## config.mk

```make
export PLATFORM = sky130hd
export DESIGN_NAME = mux_nto1_stream
export DESIGN_NICKNAME = d
export VERILOG_FILES = /design/src/rtl/mux_pkg.sv /design/src/rtl/rr_arbiter.sv /design/src/rtl/mux_nto1_stream.sv
export SDC_FILE = /design/constraint.sdc
export NUM_CORES = 1
export LEC_CHECK = 0
export ABC_AREA = 0
export CAP_MARGIN = 20
export CORE_MARGIN = 2
export CORE_UTILIZATION = 30
export DETAILED_ROUTE_END_ITERATION = 8
export PLACE_DENSITY = 0.72
export SLEW_MARGIN = 20
export SYNTH_ARGS = -nofsm -noshare
export SYNTH_HDL_FRONTEND = slang
export SYNTH_SLANG_ARGS = --single-unit
```

## constraint.sdc

```tcl
create_clock -name clk -period 3.25 [get_ports clk]
set_input_delay 0.975 -clock clk [delete_from_list [all_inputs] [get_ports clk]]
set_output_delay 0.975 -clock clk [all_outputs]
set_load 0.01 [all_outputs]
```

## src/rtl/mux_pkg.sv

```systemverilog
// ============================================================================
// Module   : mux_pkg
// Brief    : Shared mode encodings and width helper for the N:1 stream mux.
// Revision : 1.0 - initial release
// ============================================================================
`default_nettype none

package mux_pkg;

    localparam logic MODE_SEL = 1'b0;
    localparam logic MODE_RR  = 1'b1;

    // Keeps index widths legal when a degenerate single-channel build is tried.
    function automatic int clog2_min1(input int n);
        return (n <= 1) ? 1 : $clog2(n);
    endfunction

endpackage

`default_nettype wire

```

## src/rtl/rr_arbiter.sv

```systemverilog
// ============================================================================
// Module   : rr_arbiter
// Brief    : Combinational round-robin grant search starting after last_grant.
// Revision : 1.0 - initial release
// ============================================================================
`default_nettype none

module rr_arbiter
    import mux_pkg::*;
#(
    parameter int N    = 4,
    parameter int SELW = clog2_min1(N)
) (
    input  logic [N-1:0]    req,
    input  logic [SELW-1:0] last_grant,
    output logic            grant_valid,
    output logic [SELW-1:0] grant_idx
);

    // Walk the ring from farthest to nearest so the nearest requester wins.
    always_comb begin
        int idx;
        idx         = 0;
        grant_valid = 1'b0;
        grant_idx   = '0;
        for (int k = N; k >= 1; k--) begin
            idx = int'(last_grant) + k;
            if (idx >= N) begin
                idx = idx - N;
            end
            if (req[idx]) begin
                grant_valid = 1'b1;
                grant_idx   = SELW'(idx);
            end
        end
    end

endmodule

`default_nettype wire

```

## src/rtl/mux_nto1_stream.sv

```systemverilog
// ============================================================================
// Module   : mux_nto1_stream
// Brief    : N-input registered stream mux, explicit-select or round-robin.
//            Optional transfer counter enabled by MUX_XFER_CNT_EN.
// Revision : 1.0 - initial release
// ============================================================================
`default_nettype none

module mux_nto1_stream
    import mux_pkg::*;
#(
    parameter int N     = 4,
    parameter int WIDTH = 16,
    parameter int SELW  = clog2_min1(N)
) (
    input  logic               clk,
    input  logic               rst,
    input  logic [N*WIDTH-1:0] in_data,
    input  logic [N-1:0]       in_valid,
    output logic [N-1:0]       in_ready,
    input  logic [SELW-1:0]    sel,
    input  logic               mode,
    output logic [WIDTH-1:0]   out_data,
    output logic               out_valid,
    input  logic               out_ready
`ifdef MUX_XFER_CNT_EN
    ,
    output logic [15:0]        xfer_cnt
`endif
);

    logic [WIDTH-1:0] r_out_data_q,   w_out_data_d;
    logic             r_out_valid_q,  w_out_valid_d;
    logic [SELW-1:0]  r_last_grant_q, w_last_grant_d;

    logic             w_free;
    logic             w_rr_valid;
    logic [SELW-1:0]  w_rr_idx;
    logic             w_grant_valid;
    logic [SELW-1:0]  w_grant_idx;
    logic             w_xfer;
    logic [WIDTH-1:0] w_sel_data;

    rr_arbiter #(
        .N    (N),
        .SELW (SELW)
    ) u_rr_arbiter (
        .req         (in_valid),
        .last_grant  (r_last_grant_q),
        .grant_valid (w_rr_valid),
        .grant_idx   (w_rr_idx)
    );

    assign w_free = !r_out_valid_q || out_ready;

    always_comb begin
        w_grant_valid = 1'b0;
        w_grant_idx   = '0;
        if (mode == MODE_RR) begin
            w_grant_valid = w_rr_valid;
            w_grant_idx   = w_rr_idx;
        end else begin
            // Out-of-range select (non-power-of-2 N) silently grants nobody.
            w_grant_valid = (int'(sel) < N);
            w_grant_idx   = sel;
        end
    end

    generate
        for (genvar i = 0; i < N; i++) begin : g_ready
            assign in_ready[i] = !rst && w_free && w_grant_valid
                                 && (w_grant_idx == SELW'(i));
        end
    endgenerate

    assign w_xfer = |(in_valid & in_ready);

    always_comb begin
        w_sel_data = '0;
        for (int i = 0; i < N; i++) begin
            if (in_ready[i]) begin
                w_sel_data = in_data[i*WIDTH +: WIDTH];
            end
        end
    end

    always_comb begin
        w_out_data_d   = r_out_data_q;
        w_out_valid_d  = r_out_valid_q;
        w_last_grant_d = r_last_grant_q;
        if (w_xfer) begin
            w_out_data_d  = w_sel_data;
            w_out_valid_d = 1'b1;
            if (mode == MODE_RR) begin
                w_last_grant_d = w_grant_idx;
            end
        end else if (r_out_valid_q && out_ready) begin
            w_out_valid_d = 1'b0;
        end
    end

    always_ff @(posedge clk) begin
        if (rst) begin
            r_out_data_q   <= '0;
            r_out_valid_q  <= 1'b0;
            r_last_grant_q <= SELW'(N - 1);
        end else begin
            r_out_data_q   <= w_out_data_d;
            r_out_valid_q  <= w_out_valid_d;
            r_last_grant_q <= w_last_grant_d;
        end
    end

    assign out_data  = r_out_data_q;
    assign out_valid = r_out_valid_q;

`ifdef MUX_XFER_CNT_EN
    logic [15:0] r_xfer_cnt_q, w_xfer_cnt_d;

    always_comb begin
        w_xfer_cnt_d = r_xfer_cnt_q;
        if (w_xfer) begin
            w_xfer_cnt_d = r_xfer_cnt_q + 16'd1;
        end
    end

    always_ff @(posedge clk) begin
        if (rst) begin
            r_xfer_cnt_q <= 16'd0;
        end else begin
            r_xfer_cnt_q <= w_xfer_cnt_d;
        end
    end

    assign xfer_cnt = r_xfer_cnt_q;
`endif

endmodule

`default_nettype wire

```

==> flow_metrics.env, run 1 <==
export IMPL_status="completed"
export IMPL_criticalPathCategory="in2out"
export IMPL_power_switching_mw=0.2567
export IMPL_max_stage_delay_ps=420
export IMPL_min_period_ps=3192
export IMPL_routed_via_density=5.259
export IMPL_rsz0062_at_grt="false"
export IMPL_cpLargestDelayFamily="buffers and inverters"
export IMPL_grtUsageTotal_pct=19.65
export IMPL_cts_tree="built"
export IMPL_dp_cells=318
export IMPL_ys_ff_latch=19
export IMPL_netlist_instances=174
export IMPL_vias=1725
export IMPL_cts_root_buffer_cell="clkbuf_8"
export IMPL_worst_pin_slew_ps=362.8
export IMPL_clk_pin_slew_ps=70
export IMPL_place_congestion=0.8685
export IMPL_async_flop_share_pct=0
export IMPL_crit_fanout=2
export IMPL_final_util_pct=58.56
export IMPL_clock_latency_ps=250
export IMPL_synth_area_um2=1404
export IMPL_wirelength_um=5004
export IMPL_fp_dieW_um=72.41
export IMPL_ys_types=36
export IMPL_fmax_mhz=313.2
export IMPL_postCtsHoldBufs=0
export IMPL_area_delta_synth_final_pct=85.38
export IMPL_yosysSeqAreaShare_pct=27.09
export IMPL_placeableCoreArea_um2=4444
export IMPL_cts_sinks=19
export IMPL_first_iter_violations=73
export IMPL_nets=351
export IMPL_grt_max_degree=34
export IMPL_hold_path_class="reg2reg"
export IMPL_yosys_warnings=0
export IMPL_grt_use_met2_pct=35.58
export IMPL_grt_pass1_wl_um=8217
export IMPL_cp_start_kind="input port"
export IMPL_synth_nets=248
export IMPL_synth_area_per_cell_um2=8.068
export IMPL_hold_viol=0
export IMPL_pwr_share_comb_pct=47.4
export IMPL_dp_hpwl_um=3524
export IMPL_max_slew_margin_pct=75.78
export IMPL_final_max_slew_viol_count=0
export IMPL_portBuffers=94
export IMPL_switching_share_pct=31.08
export IMPL_yosysTopAreaCellShare_pct=27.09
export IMPL_globalRouteMet1Util_pct=23.41
export IMPL_clock_path_buffers=2
export IMPL_critPathBufInv=3
export IMPL_fillCellCount=424
export IMPL_grt_overflow=0
export IMPL_fin_crit_sh_pct=98.23
export IMPL_cp_required_ps=2270
export IMPL_antenna_left=0
export IMPL_pin_count=95
export IMPL_grt_use_met3_pct=4.028
export IMPL_yosys_top_cells_area="dfxtp_1 27%, a221o_1 23%, a21oi_1 6.1%, nand3_1 5.7%, inv_1 4.8%"
export IMPL_cts_htree_levels=1
export IMPL_placementRows=24
export IMPL_numCtsBuffers=3
export IMPL_maxCapViolCount=0
export IMPL_drc=0
export IMPL_synthFlopType="dfxtp_1"
export IMPL_fin_cells=328
export IMPL_cp_arrival_ps=2220
export IMPL_clock_skew_ps=4.464
export IMPL_p_leak_nw=0.9672
export IMPL_crit_path_cell_trace="clkdlybuf4s50_1 -> or2_4 -> and3_4 -> buf_4 -> and2_1 -> buf_2"
export IMPL_power_density_nw_per_um2=317.4
export IMPL_start_util_pct=31.59
export IMPL_crit_slowest_cell="clkdlybuf4s50_1"
export IMPL_drive_above_1_share_pct=21.38
export IMPL_crit_path_end_kind="output port"
export IMPL_grt_pass1_vias=1775
export IMPL_wl_per_cell_um=15.26
export IMPL_drt_pre_antenna_iters=4
export IMPL_antenna_found_initial=0
export IMPL_diodes=0
export IMPL_synth_top_area_cell="dfxtp_1"
export IMPL_peakVddDrop_v=0.0001982
export IMPL_synth_edf_count=0
export IMPL_power_share_sequential_pct=32.5
export IMPL_finalSetupViolCount=0
export IMPL_dieHeight_um=72.41
export IMPL_busiest_layer="met2"
export IMPL_internal_power_mw=0.5693
export IMPL_die_area_um2=5242
export IMPL_clkPwrFrac_pct=20.0
[cell usage in the layout, fill, tap and decap left out, types with 6 or more instances in the layout]
master / Yosys / routed
a21oi_1: 17 / 17
a221o_1: 32 / 32
buf_4: 1 / 19
clkdlybuf4s50_1: 0 / 83
dfxtp_1: 19 / 19
inv_1: 18 / 18
nand3_1: 16 / 16
nor2_1: 7 / 6
or2_0: 9 / 9
or2_2: 8 / 7
[timing repair]
action	4_1_cts	5_1_grt
setup endpoints to repair	23	8
resized for setup	45	6
setup buffers	6	0
pin swaps	6	6
cloned	0	0
[routing by layer]
layer / wire (µm) / part of all wire (%) / vias to the layer above
li1: - / - / 855
met1: 2147 / 43 / 784
met2: 2382 / 48 / 78
met3: 393 / 7.9 / 8
met4: 81 / 1.6 / 0
met5: 0 / 0 / -
[area by class of cell]
type                    instances  area (µm²)  share of cell area, %
clock buffers                   3       41.29                  1.587
well taps                      52       65.06                  2.500
multi-input cells             118       925.9                  35.58
flip-flops and latches         19       380.4                  14.62
clock inverters                 1       5.005                 0.1923
inverters                      18       67.56                  2.596
repair buffers                117        1117                  42.93
[cell usage after synthesis, types with 3 or more instances]
cell type and n:
nor2_1 7, buf_6 3, and2_1 4, clkbuf_1 9, nand2_1 3, inv_1 18, a21oi_1 17, dfxtp_1 19
or2_2 8, buf_2 5, or2_0 9, a221o_1 32, nand3_1 16
[power groups by stage]
stage,sequential [mW],clock (mW),combinational [mW]
after floorplan,0.277,0,0.182
after global placement,0.272,0,0.364
after detailed placement,0.272,0,0.368
after CTS,0.268,0.174,0.394
after global routing,0.271,0.185,0.425
final,0.269,0.165,0.392
[cell families (layout without fill, tap and decap cells)]
logic type / after synthesis / count (layout) / share of synthesized area (%)
compound gates: 64 / 64 / 38.50
simple gates: 51 / 51 / 19.52
buf+inv: 37 / 139 / 12.30
flops: 19 / 19 / 27.09
mux: 3 / 3 / 2.584
[state kept, by name (all words and copies together), names as in the netlist]
| register | flops |
|---|---|
| out_data | 16 |
| out_valid | 1 |
| r_last_grant_q | 2 |
[worst min-delay path, cell delays in order (launching register included)]
cell and delay, ps:
dfxtp_1 310, inv_1 40, or2_2 90, a21oi_1 50
[worst paths after layout]
check                                                    start                         to  slack [ps]  cells after the start
worst min register to register       out_data[13]$_SDFFE_PP0P_  out_data[13]$_SDFFE_PP0P_         530                      3
worst max-delay path                                    sel[0]                in_ready[3]          60                      6
worst max register to register  r_last_grant_q[1]$_SDFFE_PP1P_  out_data[11]$_SDFFE_PP0P_         530                     11
worst min-delay path                 out_data[13]$_SDFFE_PP0P_  out_data[13]$_SDFFE_PP0P_         530                      3
[metrics by stage]
stage	instance area [µm²]	setup WS (ps)	setup TNS [ps]	power [mW]	hold WS, ps
floorplan	1404	7.776	0	0.4584	549.5
global placement	2449	-622.4	-9829	0.6362	512.3
detailed placement	2449	-654.5	-10860	0.6406	522.9
CTS	2613	6.511	0	0.8357	535.2
global route	2603	16.00	0	0.8811	558.8
finish	2603	57.62	0	0.8260	531.4
Note: power is estimated with default switching activity, not from simulation.
==> run 2: changes to the inputs <==
--- a/config.mk
+++ b/config.mk
@@ -8,9 +8,9 @@
 export ABC_AREA = 0
 export CAP_MARGIN = 20
 export CORE_MARGIN = 2
-export CORE_UTILIZATION = 30
+export CORE_UTILIZATION = 32
 export DETAILED_ROUTE_END_ITERATION = 8
-export PLACE_DENSITY = 0.72
+export PLACE_DENSITY = 0.76
 export SLEW_MARGIN = 20
 export SYNTH_ARGS = -nofsm -noshare
 export SYNTH_HDL_FRONTEND = slang
==> flow_metrics.env, run 2 (synthesized netlist as in run 1, its figures left out) <==
export IMPL_status="completed"
export IMPL_nets=358
export IMPL_placeableCoreArea_um2=4294
export IMPL_dp_hpwl_um=3543
export IMPL_pin_count=95
export IMPL_criticalPathCategory="in2out"
export IMPL_min_from="out_data[12]$_SDFFE_PP0P_"
export IMPL_largest_reg_flops=16
export IMPL_final_util_pct=61.54
export IMPL_postCtsHoldBufs=0
export IMPL_dieHeight_um=70.24
export IMPL_routed_via_density=5.349
export IMPL_peakVddDrop_v=0.0001562
export IMPL_drc=0
export IMPL_hold_ws_ps=526.6
export IMPL_min_period_ps=3228
export IMPL_worst_pin_slew_ps=423.7
export IMPL_final_common_cell="clkdlybuf4s50_1"
export IMPL_place_congestion=0.8836
export IMPL_vias=1792
export IMPL_grt_pass1_vias=1824
export IMPL_dp_cells=320
export IMPL_antenna_found_initial=0
export IMPL_worst_r2r_startpoint="r_last_grant_q[1]$_SDFFE_PP1P_"
export IMPL_placementRows=24
export IMPL_cts_htree_levels=1
export IMPL_final_cell_mix="83 x clkdlybuf4s50_1, 32 x a221o_1, 28 x buf_4"
export IMPL_max_slew_margin_pct=71.72
export IMPL_p_leak_nw=1.013
export IMPL_maxCapViolCount=0
export IMPL_fin_cells=335
export IMPL_hold_viol=0
export IMPL_crit_path_end_kind="output port"
export IMPL_crit_fanout=3
export IMPL_clock_path_buffers=2
export IMPL_cp_required_ps=2270
export IMPL_grtUsageTotal_pct=20.48
export IMPL_finalSetupViolCount=0
export IMPL_cts_sinks=19
export IMPL_drive_above_1_share_pct=23.67
export IMPL_antenna_left=0
export IMPL_clk_pin_slew_ps=80
export IMPL_drt_pre_antenna_iters=4
export IMPL_fmax_mhz=309.8
export IMPL_final_max_slew_viol_count=0
export IMPL_grt_overflow=0
export IMPL_fillCellCount=388
export IMPL_die_area_um2=4933
export IMPL_clock_latency_ps=250
export IMPL_hold_path_class="reg2reg"
export IMPL_fp_dieW_um=70.24
export IMPL_start_util_pct=32.69
export IMPL_critPathLaunch="in_valid[2]"
export IMPL_cts_tree="built"
export IMPL_power_density_nw_per_um2=319.3
export IMPL_grt_max_degree=34
export IMPL_portBuffers=94
export IMPL_diodes=0
export IMPL_clock_skew_ps=4.341
export IMPL_cp_start_kind="input port"
export IMPL_worst_slack_ps=21.96
export IMPL_cp_arrival_ps=2250
export IMPL_dp_slack_ps=-660.5
export IMPL_fin_crit_sh_pct=99.32
export IMPL_grt_pass1_wl_um=8383
export IMPL_cts_root_buffer_cell="clkbuf_8"
export IMPL_numCtsBuffers=3
export IMPL_wirelength_um=5110
export IMPL_wl_per_cell_um=15.25
export IMPL_first_iter_violations=49
export IMPL_area_delta_synth_final_pct=88.24
run 2: worst max-delay path, stage by stage:
cell and delay [ps]:
clkdlybuf4s15_1 220, nand2b_4 170, o221a_2 270, o21ai_2 70, and3_4 210, buf_4 110, and2_1 110, buf_2 120
run 2: path summary, 6_finish.rpt:
| path | end | slack (ps) | cells after the start |
|---|---|---|---|
| setup / recovery | in_ready[3] | 20 | 8 |
| hold / removal | out_data[12]$_SDFFE_PP0P_ | 530 | 3 |
| setup reg to reg | r_last_grant_q[0]$_SDFFE_PP1P_ | 510 | 11 |
| hold reg to reg | out_data[12]$_SDFFE_PP0P_ | 530 | 3 |
run 2: cell type report:
type / count / area (µm²) / area share, %
clock buffers: 3 / 41.29 / 1.563
clock inverters: 1 / 5.005 / 0.1894
inverters: 18 / 67.56 / 2.557
multi-input cells: 118 / 929.6 / 35.18
flip-flops and latches: 19 / 380.4 / 14.39
well taps: 52 / 65.06 / 2.462
repair buffers: 124 / 1154 / 43.66
run 2: power by group:
group	total [mW]	switching, mW	internal [mW]
sequential	0.270	0.0172	0.253
clock	0.167	0.0822	0.0852
combinational	0.406	0.164	0.243
total	0.844	0.263	0.581
run 2: through the flow:
step	setup TNS [ps]	cell area [µm²]	total power, mW
6_report	0	2643	0.8438
5_1_grt	-74.95	2643	0.8998
2_1_floorplan	0	1404	0.4584
3_5_place_dp	-11000	2464	0.6432
4_1_cts	0	2590	0.8299
3_3_place_gp	-8787	2464	0.6380
run 2: layer usage:
metal  part of all wire (%)  GRT usage [%]  wire length [µm]  vias up
li1                       -              -                 -      868
met1                     43          26.67              2193      828
met2                     47          34.07              2403       87
met3                    8.4          5.195               430        9
met4                    1.6          4.487                83        0
met5                      0              0                 0        -
run 2: timing repair:
| action | CTS | global route |
|---|---|---|
| pin swaps | 10 | 7 |
| setup endpoints to repair | 23 | 22 |
| buffers inserted | 10 | 2 |
| gates resized for setup | 35 | 16 |
